<file path="src/rtl/seg_readback_decoder_if.sv">
// Seven-segment display bus: segment pattern plus one-hot digit select.
// Ports: seg_in[6:0] segment pattern, digit_sel[3:0] one-hot digit select.
interface seg_readback_decoder_if;
   logic [6:0] seg_in;
   logic [3:0] digit_sel;

   modport master (output seg_in, output digit_sel);
   modport slave  (input  seg_in, input  digit_sel);
endinterface

</file>
<file path="src/rtl/seg_readback_decoder.sv">
// Samples the multiplexed 7-seg bus, deglitches, decodes digits, rebuilds HH:MM frames.
// Ports: clk, reset (sync high), bus (slave), digit_live, frame_digits, frame_valid, illegal, sel_error.
module seg_readback_decoder #(
   parameter int STABLE_CYCLES = 4
) (
   input  logic        clk,
   input  logic        reset,
   seg_readback_decoder_if.slave bus,
   output logic [15:0] digit_live,
   output logic [15:0] frame_digits,
   output logic        frame_valid,
   output logic        illegal,
   output logic        sel_error
);

   localparam logic [3:0] STABLE = 4'(STABLE_CYCLES);

   logic [3:0]  sel;
   logic [6:0]  seg;
   logic [10:0] pair_q;
   logic [3:0]  hold_q;
   logic [3:0]  hold_d;
   logic [3:0]  mask_q;
   logic [3:0]  mask_d;
   logic [15:0] live_d;
   logic [3:0]  code;
   logic        untabled;
   logic        multi;
   logic        one_hot;
   logic        same;
   logic        capture;

   assign sel = bus.digit_sel;
   assign seg = bus.seg_in;

   always_comb begin
      code     = 4'hB;
      untabled = 1'b0;
      case (seg)
         7'b0111111: code = 4'h0;
         7'b0110000: code = 4'h1;
         7'b1011011: code = 4'h2;
         7'b1001111: code = 4'h3;
         7'b1100110: code = 4'h4;
         7'b1101101: code = 4'h5;
         7'b1111101: code = 4'h6;
         7'b0000111: code = 4'h7;
         7'b1111111: code = 4'h8;
         7'b1101111: code = 4'h9;
         7'b0001000: code = 4'hA;
         7'b1011100: code = 4'hB;
         default:    untabled = 1'b1;
      endcase
   end

   // The registered pair is the previous sample; comparing against it lets
   // the capture land on the same edge that sees the STABLE-th sample.
   always_comb begin
      multi   = |(sel & (sel - 4'd1));
      one_hot = (sel != 4'd0) && !multi;
      same    = (pair_q == {sel, seg});
      hold_d  = 4'd0;
      if (one_hot) begin
         if (!same)
            hold_d = 4'd1;
         else if (hold_q == STABLE)
            hold_d = STABLE;
         else
            hold_d = hold_q + 4'd1;
      end
      // Fires only on the transition into saturation, so once per hold.
      capture = (hold_d == STABLE) && (hold_q != STABLE);
      live_d  = digit_live;
      for (int n = 0; n < 4; n++)
         if (sel[n]) live_d[4*n +: 4] = code;
      mask_d  = mask_q | sel;
   end

   always_ff @(posedge clk) begin
      if (reset) begin
         pair_q       <= '0;
         hold_q       <= '0;
         mask_q       <= '0;
         digit_live   <= 16'hAAAA;
         frame_digits <= 16'hAAAA;
         frame_valid  <= 1'b0;
         illegal      <= 1'b0;
         sel_error    <= 1'b0;
      end else begin
         pair_q      <= {sel, seg};
         hold_q      <= hold_d;
         frame_valid <= 1'b0;
         illegal     <= 1'b0;
         if (multi)
            sel_error <= 1'b1;
         if (capture) begin
            digit_live <= live_d;
            illegal    <= untabled;
            if (mask_d == 4'b1111) begin
               frame_digits <= live_d;
               frame_valid  <= 1'b1;
               mask_q       <= 4'b0000;
            end else begin
               mask_q <= mask_d;
            end
         end
      end
   end

endmodule

</file>
<file path="src/flat_wrapper.sv">
// flat-port wrapper written by rule: the top's interface ports become plain ports
module seg_readback_decoder_flat 
#(
   parameter int STABLE_CYCLES = 4
)
  (clk, reset, digit_live, frame_digits, frame_valid, illegal, sel_error, bus_seg_in, bus_digit_sel);
  seg_readback_decoder_if bus_i ();
  input  logic clk;
  input  logic reset;
  output logic [15:0] digit_live;
  output logic [15:0] frame_digits;
  output logic frame_valid;
  output logic illegal;
  output logic sel_error;
  input wire logic [$bits(bus_i.seg_in)-1:0] bus_seg_in;
  input wire logic [$bits(bus_i.digit_sel)-1:0] bus_digit_sel;
  assign bus_i.seg_in = bus_seg_in;
  assign bus_i.digit_sel = bus_digit_sel;
  seg_readback_decoder #(.STABLE_CYCLES(STABLE_CYCLES)) u_core (.clk(clk), .reset(reset), .bus(bus_i), .digit_live(digit_live), .frame_digits(frame_digits), .frame_valid(frame_valid), .illegal(illegal), .sel_error(sel_error));
endmodule
</file>
<file path="config.mk">
export PLATFORM = sky130hd
export DESIGN_NAME = seg_readback_decoder_flat
export DESIGN_NICKNAME = d
export VERILOG_FILES = /design/src/rtl/seg_readback_decoder_if.sv /design/src/rtl/seg_readback_decoder.sv /design/src/flat_wrapper.sv
export SDC_FILE = /design/constraint.sdc
export NUM_CORES = 1
export LEC_CHECK = 0
export CAP_MARGIN = 20
export CORE_MARGIN = 3
export CORE_UTILIZATION = 40
export CTS_CLUSTER_DIAMETER = 30
export DETAILED_ROUTE_END_ITERATION = 8
export MAX_ROUTING_LAYER = met4
export PLACE_DENSITY = 0.73
export SYNTH_ARGS = -nofsm -noshare
export SYNTH_HDL_FRONTEND = slang
export SYNTH_SLANG_ARGS = --single-unit
export TNS_END_PERCENT = 20
</file>
<file path="constraint.sdc">
create_clock -name clk -period 2.8 [get_ports clk]
set_clock_uncertainty 0.2 [all_clocks]
set_input_delay 0.56 -clock clk [delete_from_list [all_inputs] [get_ports clk]]
set_output_delay 0.56 -clock clk [all_outputs]
set_load 0.02 [all_outputs]
</file>
# Word level (Yosys, flattened, before mapping)
# Cells that the tools add are included.
[word_totals] reg_bits=54 inputBits=13 output_inout_bits=35 wordCells=49
[classes] n_addsub=2 n_eq_ne=17 mux=11 bitwise=3 n_reduce_logical=8
[ops] cell="$eq 7x7->1 const B" count=8
[ops] cell="$pmux 4 s11" count=1
[ops] cell="$mux 4" count=8
[ops] cell="$eq 7x6->1 const B" count=2
[ops] cell="$reduce_or 12->1" count=1
[ops] cell="$eq 11x11->1" count=1
[ops] cell="$eq 4x3->1 const B" count=2
[ops] cell="$eq 7x3->1 const B" count=1
[ops] cell="$eq 7x4->1 const B" count=1
[ops] cell="$add 4x1->4 const B" count=1
[ops] cell="$and 4x4->4" count=1
[ops] cell="$eq 4x4->1 const B" count=1
[ops] cell="$ne 4x3->1 const B" count=1
[ops] cell="$or 4x4->4" count=1
[ops] cell="$reduce_bool 4->1" count=1
[ops] cell="$reduce_or 4->1" count=1
[ops] cell="$sub 4x1->4 const B" count=1
[ops] cell="$logic_and 1x1->1" count=2
[ops] cell="$mux 1" count=2
[ops] cell="$reduce_and 2->1" count=1
[ops] cell="$reduce_or 2->1" count=1
[ops] cell="$logic_not 1->1" count=1
[ops] cell="$not 1->1" count=1

# Logic depth before layout (Yosys ltp)
[logic_depth] depth_word=10 depth_mapped=10 depth_no_buf=8

# Worst setup path before layout
# Ideal clock, no wire load.
[synth_timing] kind="input-to-reg" from="input bus_seg_in[3]" to="register u_core.frame_digits[1]" setup_time_ps=120 arrival_time_ps=2200 t_required_ps=2480 path_slack_ps=280 path_stages=7 n_path_buf=1 cell_sequence="buf_2 > or4_4 > a21oi_4 > nor2_2 > a2111oi_4 > a211oi_1 > a211o_1"
[synth_between] elab_chain_len=6 elab_cells_between_ends=19 cone_classes="13 x eq/ne; 4 x mux; 2 x reduce/logical"
[synth_lines] item="from (decl)" line_no="flat_wrapper.sv:15" rtl="input wire logic [$bits(bus_i.seg_in)-1:0] bus_seg_in;"
[synth_lines] item="$eq 11x11->1" line_no="seg_readback_decoder.sv:61" rtl="same = (pair_q == {sel, seg});"
[synth_lines] item="$mux 4" line_no="seg_readback_decoder.sv:64" rtl="if (!same)"
[synth_lines] item="$mux 4" line_no="seg_readback_decoder.sv:63" rtl="if (one_hot) begin"
[synth_lines] item="$eq 4x3->1" line_no="seg_readback_decoder.sv:72" rtl="capture = (hold_d == STABLE) && (hold_q != STABLE);"
[synth_lines] item="$logic_and 1x1->1" line_no="seg_readback_decoder.sv:72"
[synth_lines] item="$reduce_and 2->1 (no source line)"
[synth_lines] item="to (signal assigned)" line_no="seg_readback_decoder.sv:100" rtl="frame_digits <= live_d;"
[synth_lines] item="to (decl)" line_no="seg_readback_decoder.sv:10" rtl="output logic [15:0] frame_digits,"
# Parallel ways exist; a longest one is shown, timed or not.
# A chain may end at the register's enable or synchronous reset.

# Worst setup path after layout
[layout_timing] from="input bus_seg_in[0]" to="register u_core.frame_digits[13]"
# Same word-level chain as after synthesis.

==> impl_metrics.csv <==
group,metric,value,unit
timing,post-route-period-util,96.8,%
floorplan,initial_utilization,41.8,%
clock_network,cts-hold-fix-buffers,0,
floorplan,core.rowCount,29,
worst_setup_path,cp-end-kind,"flop",
grt,grt_first_pass_wirelength,12.0,mm
power,post-layout-total-power,1.50,mW
yosys,post_synth_fa_ha_maj_area_fraction,1.30,%
yosys,synth.ff_latch_count,54,
grt,grt_usage,19.9,%
yosys,synthesized_area_fraction_occupied_by_ao_oa_aoi_and_oai_cells,15.0,%
clock_network,clock_tree.buffer_depth,2,
yosys,synth_ff_type,"dfxtp_1",
grt,antenna_found_initial,0,
worst_setup_path,required,2800,ps
yosys,syn_area,2700,um2
yosys,post_synth_xor_area_fraction,4.22,%
yosys,synth_sequential_area_ratio,40.1,%
clock_network,tritoncts,"yes",
timing,fmaxAchievable,369,MHz
yosys,syn-mean-instance-area,8.79,um2
yosys,synth_most_common_cell,"dfxtp_1",
finish,design_area,3690,um2
yosys,post_synth_and_or_nand_nor_area_fraction,27.3,%
place,hpwl,5.40,mm
route,routed_wirelength,7.15,mm
grt,grt_start_max_net_pins,21,
worst_hold_path,hp-class,"flop to flop",
power,ir_drop,223,uV
yosys,yosysWarningCount,0,
finish,fin_nets,402,
floorplan,fp.dieH,88.1,um
finish,area_growth_syn_to_layout,37.0,%
floorplan,fp.dieW,88.1,um
yosys,synth_edf_count,0,
power,cellPowerDensity,406,nW/um2
yosys,total_nets_after_synthesis,322,
worst_setup_path,critical_path.max_fanout,4,
timing,worstMarginPinSlew,544,ps
timing,slew_viol_final,0,
floorplan,die_area,7770,um2
route,drt_first_iter_violations,144,
power,leakage,1.49,nW
yosys,netlist-cell-type-count,51,
route,first_pass_iters,4,
finish,count_of_filler_cells_inserted_in_the_layout,579,
worst_setup_path,criticalPathCategory,"input pin to flop",
flow_run,maxCapViolCount,0,
grt,number_of_global_route_vias_before_repair,2579,
route,vias,2515,
route,postRouteAntennaNets,0,
yosys,netlist.area_leader.share,40.1,%
timing,grt_setup_unrepaired,"no",
worst_setup_path,timing.critical_path.from_type,"input pin",
clock_network,cts.sinks,54,
worst_setup_path,crit_path_cell_trace,"clkdlybuf4s50_1, or4_4, a21oi_4, nor2_2, a2111oi_4, a211oi_1, a211o_1",
place,dpl.cell_count,457,
worst_setup_path,max_stage_delay,590,ps
finish,stdcell_count,465,
route,detail_route.vias_per_cell,5.41,
finish,antenna_cells,0,
yosys,cell_type_with_the_highest_aggregate_area_in_the_netlist,"dfxtp_1",
timing,layout_min_cycle_time,2710,ps
yosys,synth_top_family_by_area,"simple AND/OR/NAND/NOR gates",
place,place_congestion,0.855,
worst_setup_path,cpMaxStageDelayCell,"or4_4",
clock_network,insertion_delay,300,ps
run_status,outcome,"finished clean",
yosys,syn-instance-count,307,
yosys,ys_async_sr_fraction,0,%
yosys,ys_top_cells_by_area,"dfxtp_1, mux2i_1, nor2_1, xnor2_1, a211oi_1",
clock_network,total_cts_buffers,5,
timing,setup_viol,0,
worst_setup_path,timing.critical_path.arrival,2710,ps
route,post_drt_wl_per_cell,15.4,um
timing,hold_violations,0,
clock_network,cts-htree-levels,2,
clock_network,cts.clk_slew.worst_paths,100,ps
finish,drive_above_1_share,19.3,%
floorplan,floorplan.core_area,6460,um2
place,placed_cell_area,3530,um2
timing,max_slew_margin,63.5,%
route,detail_route.drc_violations,0,
place,place.port_buffers,47,
grt,globalRouteOverflowTotal,0,
timing,setup_total_negative_slack,0,ps
yosys,post_synth_most_frequent_cells,"dfxtp_1, nor2_1, mux2i_1, nand2_1, nor3_1",
clock_network,ctsRootBufferMaster,"clkbuf_8",
floorplan,top_level_ports,48,
yosys,post_synth_mux_area_share,7.05,%
finish,finish.utilization,57.2,%
cell type report:
class	count	area [um2]	area share [%]
multi-input combinational	223	1520	41.2
sequential	54	1080	29.3
timing repair buffer	98	865	23.4
tap	77	96.3	2.61
clock buffer	6	72.6	1.96
clock inverter	2	37.5	1.02
inverter	5	18.8	0.508
metrics by stage:
step | setup WS [ps] | hold WS [ps]
after floorplan | 280 | 286
after global placement | -184 | 245
after detailed placement | -248 | 250
after CTS | 50.5 | 265
after global routing | 9.76 | 296
final | 88.9 | 261
path summary, 6_finish.rpt:
check	slack, ps	cells past startpoint	to	startpoint
worst max-delay path	90	7	u_core.frame_digits[13]	bus_seg_in[0]
worst min-delay path	260	2	u_core.frame_digits[6]	u_core.frame_digits[6]
worst max register to register	390	10	u_core.frame_digits[6]	u_core.hold_q[0]
worst min register to register	260	2	u_core.frame_digits[6]	u_core.frame_digits[6]
flip-flops by register name (all words and copies together), names as in the netlist:
name	cells
u_core.pair_q	11
u_core.frame_digits	16
u_core.illegal	1
u_core.sel_error	1
u_core.hold_q	4
u_core.mask_q	4
u_core.frame_valid	1
u_core.digit_live	16
worst max-delay path: cells and delay by family:
kind,cells,cell delay (ps)
and+or+nand+nor,2,670
buffers and inverters,1,470
AOI/OAI and AO/OA,4,1020
power breakdown:
part / internal [mW] / switching, mW
logic: 0.0913 / 0.103
clock network: 0.267 / 0.255
registers: 0.778 / 0.00585
total: 1.14 / 0.364
layout by cell type, fill, tap and decap left out, types with 6 or more instances in the layout:
master and n:
a211oi_1 10, a21oi_1 10, buf_4 50, clkdlybuf4s50_1 44, dfxtp_1 54, mux2i_1 19, nand2_1 16, nand2b_1 8
nand3_1 10, nand4_1 6, nor2_1 44, nor2b_1 12, nor3_1 14, xnor2_1 11
routing by layer:
| layer | wire, um | global-route usage (%) | up-vias |
|---|---|---|---|
| li1 | - | - | 1248 |
| met2 | 3560 | 32.8 | 52 |
| met5 | 0 | - | - |
| met4 | 92 | 5.08 | 0 |
| met1 | 3300 | 25.8 | 1204 |
| met3 | 197 | 2.45 | 11 |
what timing repair did:
| item | in CTS | in global routing |
|---|---|---|
| endpoints found under the setup margin | 0 | 16 |
| resized for setup | 0 | 13 |
| setup buffers | 0 | 0 |
kinds of logic (layout without fill, tap and decap cells):
kind of cell | count (synthesis) | count (layout)
AOI/OAI and AO/OA | 52 | 52
buffers and inverters | 30 | 111
xor gates and xnor gates | 13 | 13
muxes | 19 | 19
adders and majority gates | 3 | 3
and+or+nand+nor | 136 | 136
DFF | 54 | 54
Power figures use the tool's default switching activity.
